### config.mk
export PLATFORM = sky130hd
export DESIGN_NAME = adc_frame_packer
export DESIGN_NICKNAME = d
export VERILOG_FILES = /design/src/rtl/adc_packet_pkg.sv /design/src/rtl/adc_frame_stager.sv /design/src/rtl/adc_frame_packer.sv
export SDC_FILE = /design/constraint.sdc
export NUM_CORES = 1
export LEC_CHECK = 0
export ABC_AREA = 1
export CORE_MARGIN = 10
export CORE_UTILIZATION = 57
export DETAILED_ROUTE_END_ITERATION = 12
export PLACE_DENSITY_LB_ADDON = 0.1
export REMOVE_ABC_BUFFERS = 1
export SETUP_SLACK_MARGIN = 0.4
export SYNTH_ARGS = -nofsm -noshare
export SYNTH_HDL_FRONTEND = slang
export SYNTH_SLANG_ARGS = --single-unit
### constraint.sdc
create_clock -name clk -period 1.9 [get_ports clk]
set_input_delay 0.475 -clock clk [delete_from_list [all_inputs] [get_ports clk]]
set_output_delay 0.475 -clock clk [all_outputs]
set_load 0.03 [all_outputs]
### src/rtl/adc_packet_pkg.sv
// rtl/adc_packet_pkg.sv - packet format constants shared by the ADC packer, UART-side controller and host parser
// Optional overrun byte is selected with PACKER_OVERRUN_BYTE_EN.
package adc_packet_pkg;

  localparam logic [7:0]  HEADER_DEFAULT = 8'hA5;
  localparam int unsigned DATA_BYTES     = 8;
  localparam int unsigned PKT_LEN_BASE   = 10;
  localparam int unsigned PKT_LEN_OVR    = 11;

  localparam logic [2:0] S_IDLE = 3'd0;
  localparam logic [2:0] S_HDR  = 3'd1;
  localparam logic [2:0] S_DATA = 3'd2;
  localparam logic [2:0] S_OVR  = 3'd3;
  localparam logic [2:0] S_CSUM = 3'd4;

  typedef enum logic [2:0] {
    ST_IDLE = S_IDLE,
    ST_HDR  = S_HDR,
    ST_DATA = S_DATA,
    ST_OVR  = S_OVR,
    ST_CSUM = S_CSUM
  } pkt_state_t;

  // Samples are zero-padded to 16 bits, so the high byte already carries the leading zeros.
  function automatic logic [7:0] sample_byte(input logic [15:0] s, input logic lo);
    return lo ? s[7:0] : s[15:8];
  endfunction

endpackage

### src/rtl/adc_frame_stager.sv
// rtl/adc_frame_stager.sv - per-channel sample capture, latest-wins overwrite and frame-complete detection
module adc_frame_stager #(
  parameter int NUM_CH = 4,
  parameter int DATA_W = 10
) (
  input  logic                     clk,
  input  logic                     reset_b,
  input  logic [NUM_CH*DATA_W-1:0] i_ch_data,
  input  logic [NUM_CH-1:0]        i_ch_ready,
  output logic                     o_complete,
  output logic [NUM_CH*DATA_W-1:0] o_samples
);

  logic [NUM_CH*DATA_W-1:0] r_sample;
  logic [NUM_CH-1:0]        r_flags;
  logic                     w_complete;

  // Strobes in the completing cycle count towards the frame and feed the samples directly.
  assign w_complete = &(r_flags | i_ch_ready);
  assign o_complete = w_complete;

  always_comb begin
    o_samples = r_sample;
    for (int k = 0; k < NUM_CH; k++) begin
      if (i_ch_ready[k]) begin
        o_samples[k*DATA_W +: DATA_W] = i_ch_data[k*DATA_W +: DATA_W];
      end
    end
  end

  always_ff @(posedge clk or negedge reset_b) begin
    if (!reset_b) begin
      r_sample <= '0;
      r_flags  <= '0;
    end else begin
      for (int k = 0; k < NUM_CH; k++) begin
        if (i_ch_ready[k]) begin
          r_sample[k*DATA_W +: DATA_W] <= i_ch_data[k*DATA_W +: DATA_W];
        end
      end
      r_flags <= w_complete ? '0 : (r_flags | i_ch_ready);
    end
  end

endmodule

### src/rtl/adc_frame_packer.sv
// rtl/adc_frame_packer.sv - packs four ADC samples into header/data/checksum bytes for the UART TX
// Define PACKER_OVERRUN_BYTE_EN to insert the overrun-count byte before the checksum.
module adc_frame_packer
  import adc_packet_pkg::*;
#(
  parameter int          NUM_CH = 4,
  parameter int          DATA_W = 10,
  parameter logic [7:0]  HEADER = HEADER_DEFAULT,
  parameter int unsigned DECIM  = 1
) (
  input  logic                     clk,
  input  logic                     reset_b,
  input  logic [NUM_CH*DATA_W-1:0] ch_data,
  input  logic [NUM_CH-1:0]        ch_ready,
  output logic [7:0]               byte_out,
  output logic                     byte_valid,
  input  logic                     byte_ready,
  output logic                     busy,
  output logic                     frame_drop
);

  localparam logic [15:0] DECIM_LAST = 16'(DECIM - 1);
  localparam logic [2:0]  LAST_IDX   = 3'(DATA_BYTES - 1);

  pkt_state_t               r_state;
  logic [7:0]               r_byte_out;
  logic                     r_byte_valid;
  logic [2:0]               r_idx;
  logic [7:0]               r_csum;
  logic [NUM_CH*DATA_W-1:0] r_shadow;
  logic [15:0]              r_decim_cnt;
  logic                     r_frame_drop;

  logic                     w_complete;
  logic [NUM_CH*DATA_W-1:0] w_samples;
  logic                     w_eligible;
  logic                     w_launch;
  logic                     w_drop;
  logic                     w_xfer;
  logic [2:0]               w_idx_nxt;
  logic [7:0]               w_csum_nxt;
  logic [15:0]              w_pad [NUM_CH];

  adc_frame_stager #(
    .NUM_CH (NUM_CH),
    .DATA_W (DATA_W)
  ) u_stager (
    .clk        (clk),
    .reset_b    (reset_b),
    .i_ch_data  (ch_data),
    .i_ch_ready (ch_ready),
    .o_complete (w_complete),
    .o_samples  (w_samples)
  );

  assign w_eligible = w_complete && (r_decim_cnt == DECIM_LAST);
  assign w_launch   = w_eligible && (r_state == ST_IDLE);
  assign w_drop     = w_eligible && (r_state != ST_IDLE);
  assign w_xfer     = r_byte_valid && byte_ready;
  assign w_idx_nxt  = r_idx + 3'd1;
  assign w_csum_nxt = r_csum ^ r_byte_out;

  always_comb begin
    for (int c = 0; c < NUM_CH; c++) begin
      w_pad[c] = 16'(r_shadow[c*DATA_W +: DATA_W]);
    end
  end

  always_ff @(posedge clk or negedge reset_b) begin
    if (!reset_b) begin
      r_decim_cnt  <= '0;
      r_frame_drop <= 1'b0;
    end else begin
      r_frame_drop <= w_drop;
      if (w_complete) begin
        r_decim_cnt <= (r_decim_cnt == DECIM_LAST) ? '0 : r_decim_cnt + 16'd1;
      end
    end
  end

`ifdef PACKER_OVERRUN_BYTE_EN
  logic [7:0] r_ovr_cnt;

  // Clearing on the OVR transfer must not lose a drop landing in that very cycle.
  always_ff @(posedge clk or negedge reset_b) begin
    if (!reset_b) begin
      r_ovr_cnt <= '0;
    end else if (r_state == ST_OVR && w_xfer) begin
      r_ovr_cnt <= {7'd0, w_drop};
    end else if (w_drop && r_ovr_cnt != 8'hFF) begin
      r_ovr_cnt <= r_ovr_cnt + 8'd1;
    end
  end
`endif

  always_ff @(posedge clk or negedge reset_b) begin
    if (!reset_b) begin
      r_state      <= ST_IDLE;
      r_byte_out   <= '0;
      r_byte_valid <= 1'b0;
      r_idx        <= '0;
      r_csum       <= '0;
      r_shadow     <= '0;
    end else begin
      case (r_state)
        ST_IDLE: begin
          if (w_launch) begin
            r_shadow     <= w_samples;
            r_state      <= ST_HDR;
            r_byte_out   <= HEADER;
            r_byte_valid <= 1'b1;
          end
        end
        ST_HDR: begin
          if (w_xfer) begin
            r_state    <= ST_DATA;
            r_idx      <= '0;
            r_csum     <= '0;
            r_byte_out <= sample_byte(w_pad[0], 1'b0);
          end
        end
        ST_DATA: begin
          if (w_xfer) begin
            r_csum <= w_csum_nxt;
            r_idx  <= w_idx_nxt;
            if (r_idx == LAST_IDX) begin
`ifdef PACKER_OVERRUN_BYTE_EN
              r_state    <= ST_OVR;
              r_byte_out <= r_ovr_cnt;
`else
              r_state    <= ST_CSUM;
              r_byte_out <= w_csum_nxt;
`endif
            end else begin
              r_byte_out <= sample_byte(w_pad[w_idx_nxt[2:1]], w_idx_nxt[0]);
            end
          end
        end
        ST_OVR: begin
          if (w_xfer) begin
            r_csum     <= w_csum_nxt;
            r_state    <= ST_CSUM;
            r_byte_out <= w_csum_nxt;
          end
        end
        ST_CSUM: begin
          if (w_xfer) begin
            r_state      <= ST_IDLE;
            r_byte_valid <= 1'b0;
            r_byte_out   <= '0;
          end
        end
        default: begin
          r_state      <= ST_IDLE;
          r_byte_valid <= 1'b0;
        end
      endcase
    end
  end

  assign byte_out   = r_byte_out;
  assign byte_valid = r_byte_valid;
  assign busy       = (r_state != ST_IDLE);
  assign frame_drop = r_frame_drop;

endmodule

After elaboration in Yosys (flattened, before gate mapping) --
Cells that the tools add are included.
Operators by class: bitwise operators 4, $add $sub $neg 2, reductions and logical operators 19, $lt $le $gt $ge 1, mux-type cells 30, equality and inequality tests 12
Operators by type and width (number):
- $mux 8 | 7
- $mux 16 | 3
- $mux 10 | 4
- $pmux 8 s5 | 1
- $bmux 16 s2 | 1
- $mux 3 | 7
- $add 16x1->16 const B | 1
- $logic_not 16->1 | 1
- $pmux 8 s2 | 1
- $pmux 3 s5 | 1
- $ne 2x2->1 const B | 6
- $reduce_and 6->1 | 2
- $reduce_and 3->1 | 3
- $xor 8x8->8 | 1
- $eq 3x2->1 const B | 2
- $eq 3x3->1 const B | 2
- $pmux 3 s2 | 1
- $reduce_bool 5->1 | 1
- $logic_and 1x1->1 | 4
- $mux 4 | 1
- $or 4x4->4 | 1
- $reduce_and 4->1 | 1
- $reduce_bool 2->1 | 2
- $add 3x1->3 const B | 1
- other kinds (12) | 13
Word-level totals: register bits after elaboration 124, word-level logic and storage cells 78, input bits 47

Longest topological paths before layout --
Gate-level depths: netlist of the first run.
depth after elaboration 9, gate-level depth with buffers 11, depth with buffers taken out 10

Modules after synthesis --
From an unflattened synthesis of the first run, not the netlist that was laid out.
Unflattened totals: cell total of the unflattened synthesis 741, area, all modules 5906.9 µm²
By module, submodules not included:
- adc_frame_packer | area each 4240.3 µm², sequential area each 2001.9 µm², times used 1, cells each 555
- adc_frame_stager | area each 1666.6 µm², sequential area each 1101.1 µm², times used 1, cells each 186

Worst setup path after synthesis of the first run --
No wires, ideal clock.
kind register to register, from register r_idx[0], to register r_byte_out[6] (netlist: byte_out[6]), required time 1.834 ns, path buffers 1, arrival 1.671 ns, path slack 0.163 ns, cell stages (with the launch flop) 10, library setup time 0.066 ns, path through dfrtp_1 > ha_1 > ha_1 > clkbuf_1 > o21ai_0 > o22ai_1 > nand3_1 > o21ai_0 > nand2_1 > nand2_1
Between the ends: longest elaborated chain between the ends 9, elaborated cells on any way between the ends 10, classes of those cells add/sub (1); eq/ne (1); mux (7); bitwise (1)
Ends and longest elaborated chain:
- start, declared | RTL line adc_frame_packer.sv:28 | logic [2:0] r_idx;
- start signal, assigned | RTL line adc_frame_packer.sv:125 | r_idx <= w_idx_nxt;
- $add 3x1->3 | RTL line adc_frame_packer.sv:60 | assign w_idx_nxt = r_idx + 3'd1;
- $not 2->3 (not written as such) | RTL line adc_frame_packer.sv:135 | r_byte_out <= sample_byte(w_pad[w_idx_nxt[2:1]], w_idx_nxt[0]);
- $bmux 16 s2 | RTL line adc_frame_packer.sv:135
- $mux 16 (not written as such) (2 in a row) | RTL line adc_frame_packer.sv:135
- $mux 8 | RTL line adc_packet_pkg.sv:26 | return lo ? s[7:0] : s[15:8];
- $mux 8 * | RTL line adc_frame_packer.sv:126 | if (r_idx == LAST_IDX) begin
- $mux 8 * | RTL line adc_frame_packer.sv:123 | if (w_xfer) begin
- $pmux 8 s5 * | RTL line adc_frame_packer.sv:105 | case (r_state)
- end signal, assigned | RTL line adc_frame_packer.sv:119 | r_byte_out <= sample_byte(w_pad[0], 1'b0);
- end signal, assigned | RTL line adc_frame_packer.sv:132 | r_byte_out <= w_csum_nxt;
- end signal, assigned | RTL line adc_frame_packer.sv:135
- end, declared | RTL line adc_frame_packer.sv:26 | logic [7:0] r_byte_out;
Mark *: on every way between the ends. The rest lies on a longest branch, timed or not. The select of a mux whose other input is x is not followed. A chain may end at the register's enable or synchronous reset.

Worst setup path after layout of the first run --
from register r_idx[0], to register r_byte_out[2] (netlist: byte_out[2])
The elaborated chain is that of the path after synthesis.

==> flow_metrics.py, run 1 <==
metrics = {
    "status": {
        "outcome": "finished, violations left",
        "failed_checks": "negative setup slack",
    },
    "routing": {
        "drt-total-wl_um": 21500,
        "drc": 0,
        "drt-initial-drc-count": 802,
        "routed_wire_length_per_instance_um": 21.3,
        "post_drt_via_cell_ratio": 6.02,
        "drt_pre_antenna_iters": 7,
        "antenna_violating_nets_post_route": 0,
        "vias": 6083,
    },
    "synthesis": {
        "yosysTopAreaCellShare_pct": 53.0,
        "syn_area_mm2": 0.00585,
        "synth_top_cells_by_area": "sky130_fd_sc_hd__dfrtp_1, sky130_fd_sc_hd__nand2_1, sky130_fd_sc_hd__inv_1",
        "cell_taking_the_most_area_after_synthesis": "sky130_fd_sc_hd__dfrtp_1",
        "synth_top_flop_cell": "sky130_fd_sc_hd__dfrtp_1",
        "synth_seq_area_share_pct": 53.0,
        "most_common_cell_in_the_netlist": "sky130_fd_sc_hd__nand2_1",
        "postSynth.asyncResetShare_pct": 100,
        "yosys_register_bits": 124,
        "synth_enable_flop_cells": 0,
        "synth-warning-count": 0,
        "synth.top_cells.by_count": "sky130_fd_sc_hd__nand2_1, sky130_fd_sc_hd__dfrtp_1, sky130_fd_sc_hd__inv_1, sky130_fd_sc_hd__nor2_1, sky130_fd_sc_hd__o21ai_0",
        "synthesis.instances": 729,
        "yosys.cell_types.count": 30,
        "postSynthAreaPerCell_um2": 8.02,
    },
    "worst_setup_path": {
        "worstPathRequired_ps": 2320,
        "path_delay_family": "flip-flops",
        "crit_chain": "ha_4, inv_1, buf_4, o21ai_0, nand3_1, nand3_1, nand2_1, o21ai_1, inv_1",
        "cp_slowest_cell": "sky130_fd_sc_hd__dfrtp_2",
        "worstSetupStartpoint": "r_idx[0]",
        "setup.worst_path.start_class": "flip-flop",
        "worst-setup-path-type": "flip-flop to flip-flop",
        "worst_r2r_startpoint": "r_idx[0]",
        "critical_path_peak_fanout": 9,
        "timing.critical_path.to_type": "flip-flop",
        "critical-path-max-stage-delay_ps": 450,
        "critical_path.n_buffers_inverters": 3,
        "cp_data_arrival_time_ps": 2380,
    },
    "final_layout": {
        "finalNonFillerCells": 1010,
        "insertedDiodeCount": 0,
        "final_design_area_no_fill_mm2": 0.00877,
        "synthesis_to_layout_area_growth_pct": 49.9,
        "fill_cell_total_of_the_finished_layout": 405,
        "drive_gt1_share_pct": 33.9,
        "fin_nets": 915,
    },
    "global_route": {
        "first_global_vias": 5941,
        "grt_pass1_wl_um": 29500,
        "largest_net_degree_at_the_start_of_global_routing": 32,
        "globalRouteTotalUtil_pct": 25.2,
        "globalRouteOverflowTotal": 0,
        "initial_antenna_violation_count": 0,
    },
    "clock_tree": {
        "cts_tree": "done",
        "clock_tree.buffer_depth": 2,
        "cts_sinks": 124,
        "h-tree-depth": 4,
        "cts_root_buffer": "sky130_fd_sc_hd__clkbuf_8",
        "clock_insertion_delay_worst_skew_ps": 530,
        "numCtsBuffers": 17,
        "clkTransAtPathRegs_ps": 60,
    },
    "place": {
        "dp.cells": 926,
        "port_buffer_count": 57,
        "post-dp-hpwl_um": 10200,
        "final_gp_congestion": 0.944,
        "preCtsSetupSlack_ps": -270,
        "dpl_cell_area_mm2": 0.00673,
    },
    "sta": {
        "hold_viol": 0,
        "report.final.slew_viol_count": 0,
        "min_tclk_post_route_ps": 1960,
        "max_slew.worst_pin.slew_ps": 458,
        "rsz0062_at_grt": "yes",
        "fin_hold_ws_ps": 439,
        "slew-limit-headroom_pct": 69.5,
        "total_of_endpoints_with_negative_setup_slack_in_the_final_report": 2,
        "final.setup.worst_slack_ps": -62.9,
        "totalNegativeSetupSlack_ps": -81.1,
        "max_freq_ghz": 0.509,
        "clock_skew_ps": 11.9,
        "final_min_period_over_clock_period_pct": 103,
    },
    "pwr": {
        "power_per_cell_area_mw_per_mm2": 852,
        "seq_power_share_pct": 39.6,
        "cell_internal_pwr_mw": 5.18,
        "clkPwrFrac_pct": 41.3,
        "power_frac_comb_pct": 19.1,
        "power.net_switching_mw": 2.29,
        "swShare_pct": 30.6,
        "leakage_nw": 4.20,
        "vdd.ir_drop.worst_mv": 0.704,
    },
    "die": {
        "rows": 36,
        "die_y_um": 121,
        "die_w_um": 121,
        "io_pins": 58,
        "fp.coreArea_mm2": 0.00986,
        "die-area_mm2": 0.0147,
        "initial_utilization_pct": 59.3,
    },
    "worst_hold_path": {
        "min_path_type": "input pin to async pin",
    },
    "job": {
        "maxcap_violations": 0,
    },
}
[cell type report]
cell class	count	area, µm²	area share (%)
clock inverter	14	136	1.55
multi-input combinational	491	3030	34.6
clock buffer	18	418	4.76
inverter	87	343	3.91
tap	133	166	1.90
timing repair buffer	143	1560	17.8
sequential	124	3110	35.5
[cells in the final DEF, fill, tap and decap left out, types with 8 or more instances in the layout]
cell type and n:
sky130_fd_sc_hd__nand2_1 195, sky130_fd_sc_hd__dfrtp_1 116, sky130_fd_sc_hd__inv_1 74, sky130_fd_sc_hd__buf_4 56
sky130_fd_sc_hd__clkdlybuf4s50_1 41, sky130_fd_sc_hd__nand2_4 40, sky130_fd_sc_hd__o21ai_2 38, sky130_fd_sc_hd__nor2_1 32
sky130_fd_sc_hd__nand3_1 32, sky130_fd_sc_hd__buf_6 23, sky130_fd_sc_hd__o21ai_1 21, sky130_fd_sc_hd__nand2_2 16
sky130_fd_sc_hd__a21oi_1 16, sky130_fd_sc_hd__o21ai_0 16, sky130_fd_sc_hd__clkbuf_16 16, sky130_fd_sc_hd__nor2_4 13
sky130_fd_sc_hd__nand3_2 13, sky130_fd_sc_hd__nor2_2 12, sky130_fd_sc_hd__inv_2 11, sky130_fd_sc_hd__xnor2_1 9
sky130_fd_sc_hd__buf_16 9, sky130_fd_sc_hd__buf_12 8, sky130_fd_sc_hd__dfrtp_2 8
[power groups by stage]
stage,sequential (mW),clock (mW),combinational [mW]
2_1_floorplan,2.96,0,0.514
3_3_place_gp,2.99,0,0.875
3_5_place_dp,2.99,0,0.898
4_1_cts,2.94,3.05,1.16
5_1_grt,2.97,3.22,1.54
6_report,2.96,3.09,1.43
[sequential cells by signal, indices dropped and copies added, names as in the netlist]
name,flops
r_shadow,40
u_stager.r_sample,40
r_decim_cnt,16
byte_out,8
r_csum,8
u_stager.r_flags,4
r_idx,3
r_state,3
byte_valid,1
frame_drop,1
[through the flow]
step | power [mW] | util, %
after floorplan | 3.48 | -
after global placement | 3.87 | 68.2
after detailed placement | 3.89 | 68.2
after CTS | 7.15 | 83.8
after global routing | 7.73 | 88.9
final | 7.47 | 88.9
[layer usage]
layer / wire, µm / share of wire, % / up-vias / track usage [%]
met4: 1780 / 8.3 / 0 / 15.4
met5: 0 / 0 / - / 0
met1: 7610 / 35 / 2883 / 27.9
met2: 10200 / 48 / 458 / 42.8
li1: - / - / 2576 / -
met3: 1860 / 8.7 / 166 / 6.33
[kinds of logic after synthesis]
group           share of synthesized area, %
xor+xnor                                2.25
flops                                   53.0
compound gates                          9.37
fa+ha+maj                              0.856
simple gates                            26.4
buf+inv                                 8.09
[repair_timing]
action,CTS,global route
setup buffers,31,10
setup endpoints to repair,71,76
hold endpoints to repair,26,0
pin swaps,31,35
hold buffers,1,0
gates resized for setup,232,116
gates cloned,10,0
[worst register-to-register path, cell delays in order (launching register included)]
cell and delay [ps]:
sky130_fd_sc_hd__dfrtp_2 450, sky130_fd_sc_hd__ha_4 320, sky130_fd_sc_hd__inv_1 70, sky130_fd_sc_hd__buf_4 180, sky130_fd_sc_hd__o21ai_0 300, sky130_fd_sc_hd__nand3_1 180
sky130_fd_sc_hd__nand3_1 110, sky130_fd_sc_hd__nand2_1 80, sky130_fd_sc_hd__o21ai_1 100, sky130_fd_sc_hd__inv_1 50
[final timing paths]
check	end	slack [ps]	cells after the start
min reg2reg	u_stager.r_sample[16]	470	2
max reg2reg	byte_out[2]	-60	9
min in group clk	u_stager.r_sample[25]	460	4
min	r_decim_cnt[12]	440	2
max in group asynchronous	byte_out[7]	880	3
max	byte_out[2]	-60	9
No activity file was read; power rests on OpenSTA's default activity.
==> inputs of run 2 (changes only) <==
--- a/config.mk
+++ b/config.mk
@@ -12,6 +12,7 @@
 export PLACE_DENSITY_LB_ADDON = 0.1
 export REMOVE_ABC_BUFFERS = 1
 export SETUP_SLACK_MARGIN = 0.4
+export SLEW_MARGIN = 20
 export SYNTH_ARGS = -nofsm -noshare
 export SYNTH_HDL_FRONTEND = slang
 export SYNTH_SLANG_ARGS = --single-unit
==> results of run 2 <==
Same layout as run 1: the final DEF is identical, and so are final timing and power.
==> inputs of run 3 (changes only) <==
--- a/config.mk
+++ b/config.mk
@@ -6,8 +6,10 @@
 export NUM_CORES = 1
 export LEC_CHECK = 0
 export ABC_AREA = 1
-export CORE_MARGIN = 10
-export CORE_UTILIZATION = 57
+export CELL_PAD_IN_SITES_DETAIL_PLACEMENT = 1
+export CELL_PAD_IN_SITES_GLOBAL_PLACEMENT = 1
+export CORE_MARGIN = 5
+export CORE_UTILIZATION = 43
 export DETAILED_ROUTE_END_ITERATION = 12
 export PLACE_DENSITY_LB_ADDON = 0.1
 export REMOVE_ABC_BUFFERS = 1
==> run 3 against run 2 <==
Against the previous run: sequential cell count unchanged; critical path type unchanged; die area increased by 9.0%; hold slack improved by 37 ps; largest cell class unchanged; combinational power up 48%; total power increased by 19%; clock power grew 22%; count of clock-buffer cells in the layout increased by 1; clock skew shrank 2.4 ps; the flow now finishes without violations.
==> flow_metrics.py, run 3 (same netlist as run 1, synthesis figures left out) <==
metrics = {
    "final_layout": {
        "largestRegisters": "r_shadow x40, u_stager.r_sample x40, r_decim_cnt x16",
        "finalNonFillerCells": 1064,
        "mostFrequentLayoutCell": "sky130_fd_sc_hd__nand2_1",
        "final_cell_mix": "sky130_fd_sc_hd__nand2_1, sky130_fd_sc_hd__dfrtp_1, sky130_fd_sc_hd__inv_1, sky130_fd_sc_hd__buf_4, sky130_fd_sc_hd__clkdlybuf4s50_1",
        "fin_nets": 926,
        "final_design_area_no_fill_mm2": 0.00873,
        "drive_gt1_share_pct": 30.9,
        "synthesis_to_layout_area_growth_pct": 49.3,
        "insertedDiodeCount": 0,
    },
    "clock_tree": {
        "clock_insertion_delay_worst_skew_ps": 440,
        "cts_root_buffer": "sky130_fd_sc_hd__clkbuf_16",
        "clock_tree.buffer_depth": 2,
        "clkTransAtPathRegs_ps": 60,
        "h-tree-depth": 4,
        "cts_tree": "done",
        "numCtsBuffers": 17,
        "cts_sinks": 124,
    },
    "routing": {
        "wl_met1_um": 9570,
        "wl_met3_um": 1380,
        "antenna_violating_nets_post_route": 0,
        "post_drt_via_cell_ratio": 5.64,
        "drt_pre_antenna_iters": 5,
        "drt-initial-drc-count": 437,
        "top_layer": "met4",
        "vias": 6002,
        "drc": 0,
        "routed_wire_length_per_instance_um": 23.5,
        "wl_met2_um": 12800,
        "drt-total-wl_um": 25000,
    },
    "global_route": {
        "grt_pass1_wl_um": 32800,
        "largest_net_degree_at_the_start_of_global_routing": 36,
        "globalRouteTotalUtil_pct": 26.3,
        "initial_antenna_violation_count": 0,
        "globalRouteOverflowTotal": 0,
        "first_global_vias": 6230,
    },
    "pwr": {
        "power_frac_comb_pct": 23.8,
        "power.net_switching_mw": 2.64,
        "clkPwrFrac_pct": 42.4,
        "power_per_cell_area_mw_per_mm2": 1020,
        "vdd.ir_drop.worst_mv": 0.780,
        "leakage_nw": 4.27,
        "seq_power_share_pct": 33.9,
        "cell_internal_pwr_mw": 6.24,
        "swShare_pct": 29.7,
    },
    "worst_setup_path": {
        "reg2reg_depth": 9,
        "crit_chain": "ha_4, ha_4, buf_8, o21ai_1, o22ai_1, nand3_1, o21ai_1, nand2_1, nand2_1",
        "setup.worst_path.start_class": "flip-flop",
        "cp_slowest_cell": "sky130_fd_sc_hd__dfrtp_1",
        "worstPathRequired_ps": 2270,
        "cp_data_arrival_time_ps": 2200,
        "critical_path.reg2reg.endpoint": "byte_out[6]",
        "worst_r2r_startpoint": "r_idx[1]",
        "worst-setup-path-type": "flip-flop to flip-flop",
        "critical-path-max-stage-delay_ps": 410,
        "setup.reg_to_reg.worst_slack_ps": 60,
        "critical_path_peak_fanout": 6,
        "timing.critical_path.to_type": "flip-flop",
    },
    "status": {
        "outcome": "finished, final reports clean",
    },
    "worst_hold_path": {
        "whs_path_depth": 2,
        "timing.hold.worst.start": "u_stager.r_sample[33]",
        "min_delay_endpoint": "u_stager.r_sample[33]",
        "min_path_type": "flip-flop to flip-flop",
    },
    "sta": {
        "total_of_endpoints_with_negative_setup_slack_in_the_final_report": 0,
        "min_tclk_post_route_ps": 1840,
        "max_freq_ghz": 0.545,
        "final_min_period_over_clock_period_pct": 96.6,
        "rsz0062_at_grt": "yes",
        "hold_viol": 0,
        "report.final.slew_viol_count": 0,
        "max_slew.worst_pin.slew_ps": 462,
        "slew-limit-headroom_pct": 69.2,
        "clock_skew_ps": 9.53,
    },
    "place": {
        "dpl_cell_area_mm2": 0.00678,
        "final_gp_congestion": 0.889,
        "port_buffer_count": 57,
        "post-dp-hpwl_um": 12300,
        "dp.cells": 965,
    },
    "die": {
        "die_w_um": 127,
        "die-area_mm2": 0.0160,
        "initial_utilization_pct": 44.0,
        "fp.coreArea_mm2": 0.0133,
        "die_y_um": 127,
        "io_pins": 58,
        "rows": 42,
    },
    "job": {
        "maxcap_violations": 0,
    },
}
[run 3: changes by cell type in the layout (fill, tap and decap cells not counted), moves of 7 or more]
| cell | previous run | this run |
|---|---|---|
| sky130_fd_sc_hd__o21ai_0 | 16 | 26 |
| sky130_fd_sc_hd__nand2_1 | 195 | 222 |
| sky130_fd_sc_hd__nand2_4 | 40 | 6 |
| sky130_fd_sc_hd__nand2_2 | 16 | 23 |
| sky130_fd_sc_hd__o21ai_2 | 38 | 21 |
[run 3: worst max path at each step]
stage / from / endpoint / slack, ps
3_3_place_gp: ch_ready[0] / r_decim_cnt[10] / -250
5_1_grt: r_idx[0] / byte_out[5] / 30
6_report: r_idx[1] / byte_out[6] / 60
3_5_place_dp: ch_ready[0] / r_decim_cnt[7] / -360
2_1_floorplan: ch_ready[0] / byte_out[1] / -680
4_1_cts: r_state[0] / busy / 140
[run 3: critical path, delay by kind of cell, from the launching register on]
family | cells | cell delay (ps)
buffers and inverters | 1 | 150
AOI/OAI and AO/OA | 3 | 400
and+or+nand+nor | 3 | 300
adders and majority gates | 2 | 510
DFF | 1 | 410
[run 3: metrics by stage]
step / setup slack, ps / hold WS [ps] / TNS, ps / util, % / total power [mW]
floorplan: -681 / 179 / -20490 / - / 3.48
global placement: -247 / 453 / -11970 / 51.0 / 3.94
detailed placement: -361 / 459 / -14260 / 51.0 / 3.99
CTS: 139 / 475 / 0 / 60.8 / 8.13
global route: 28.2 / 501 / 0 / 65.7 / 9.13
finish: 64.7 / 476 / 0 / 65.7 / 8.87
[run 3: repair_timing]
item / CTS / global route
hold endpoints to repair: 1 / 0
buffers inserted: 35 / 23
cloned: 4 / 4
setup endpoints to repair: 82 / 73
gates resized for setup: 160 / 115
pin swaps: 15 / 34
hold buffers: 1 / 0
[run 3: cell type report]
type / instances / area, µm²
Fill cell: 1458 / 4560
Sequential cell: 124 / 3120
Multi-Input combinational cell: 491 / 2750
Timing Repair Buffer: 154 / 1640
Clock buffer: 19 / 453
Inverter: 87 / 348
Tap cell: 176 / 220
Clock inverter: 13 / 211
[run 3: per-layer routing]
metal	vias to the layer above	track usage, %
met2	271	46.0
li1	2584	-
met5	-	0
met4	0	11.1
met3	98	5.59
met1	3049	31.4
[run 3: power by group through the flow]
stage / Combinational [mW] / Sequential [mW] / Clock [mW]
after global placement: 0.955 / 2.98 / 0
after floorplan: 0.514 / 2.96 / 0
after detailed placement: 0.991 / 2.99 / 0
final: 2.11 / 3.00 / 3.76
after global routing: 2.22 / 3.01 / 3.90
after CTS: 1.45 / 2.96 / 3.72
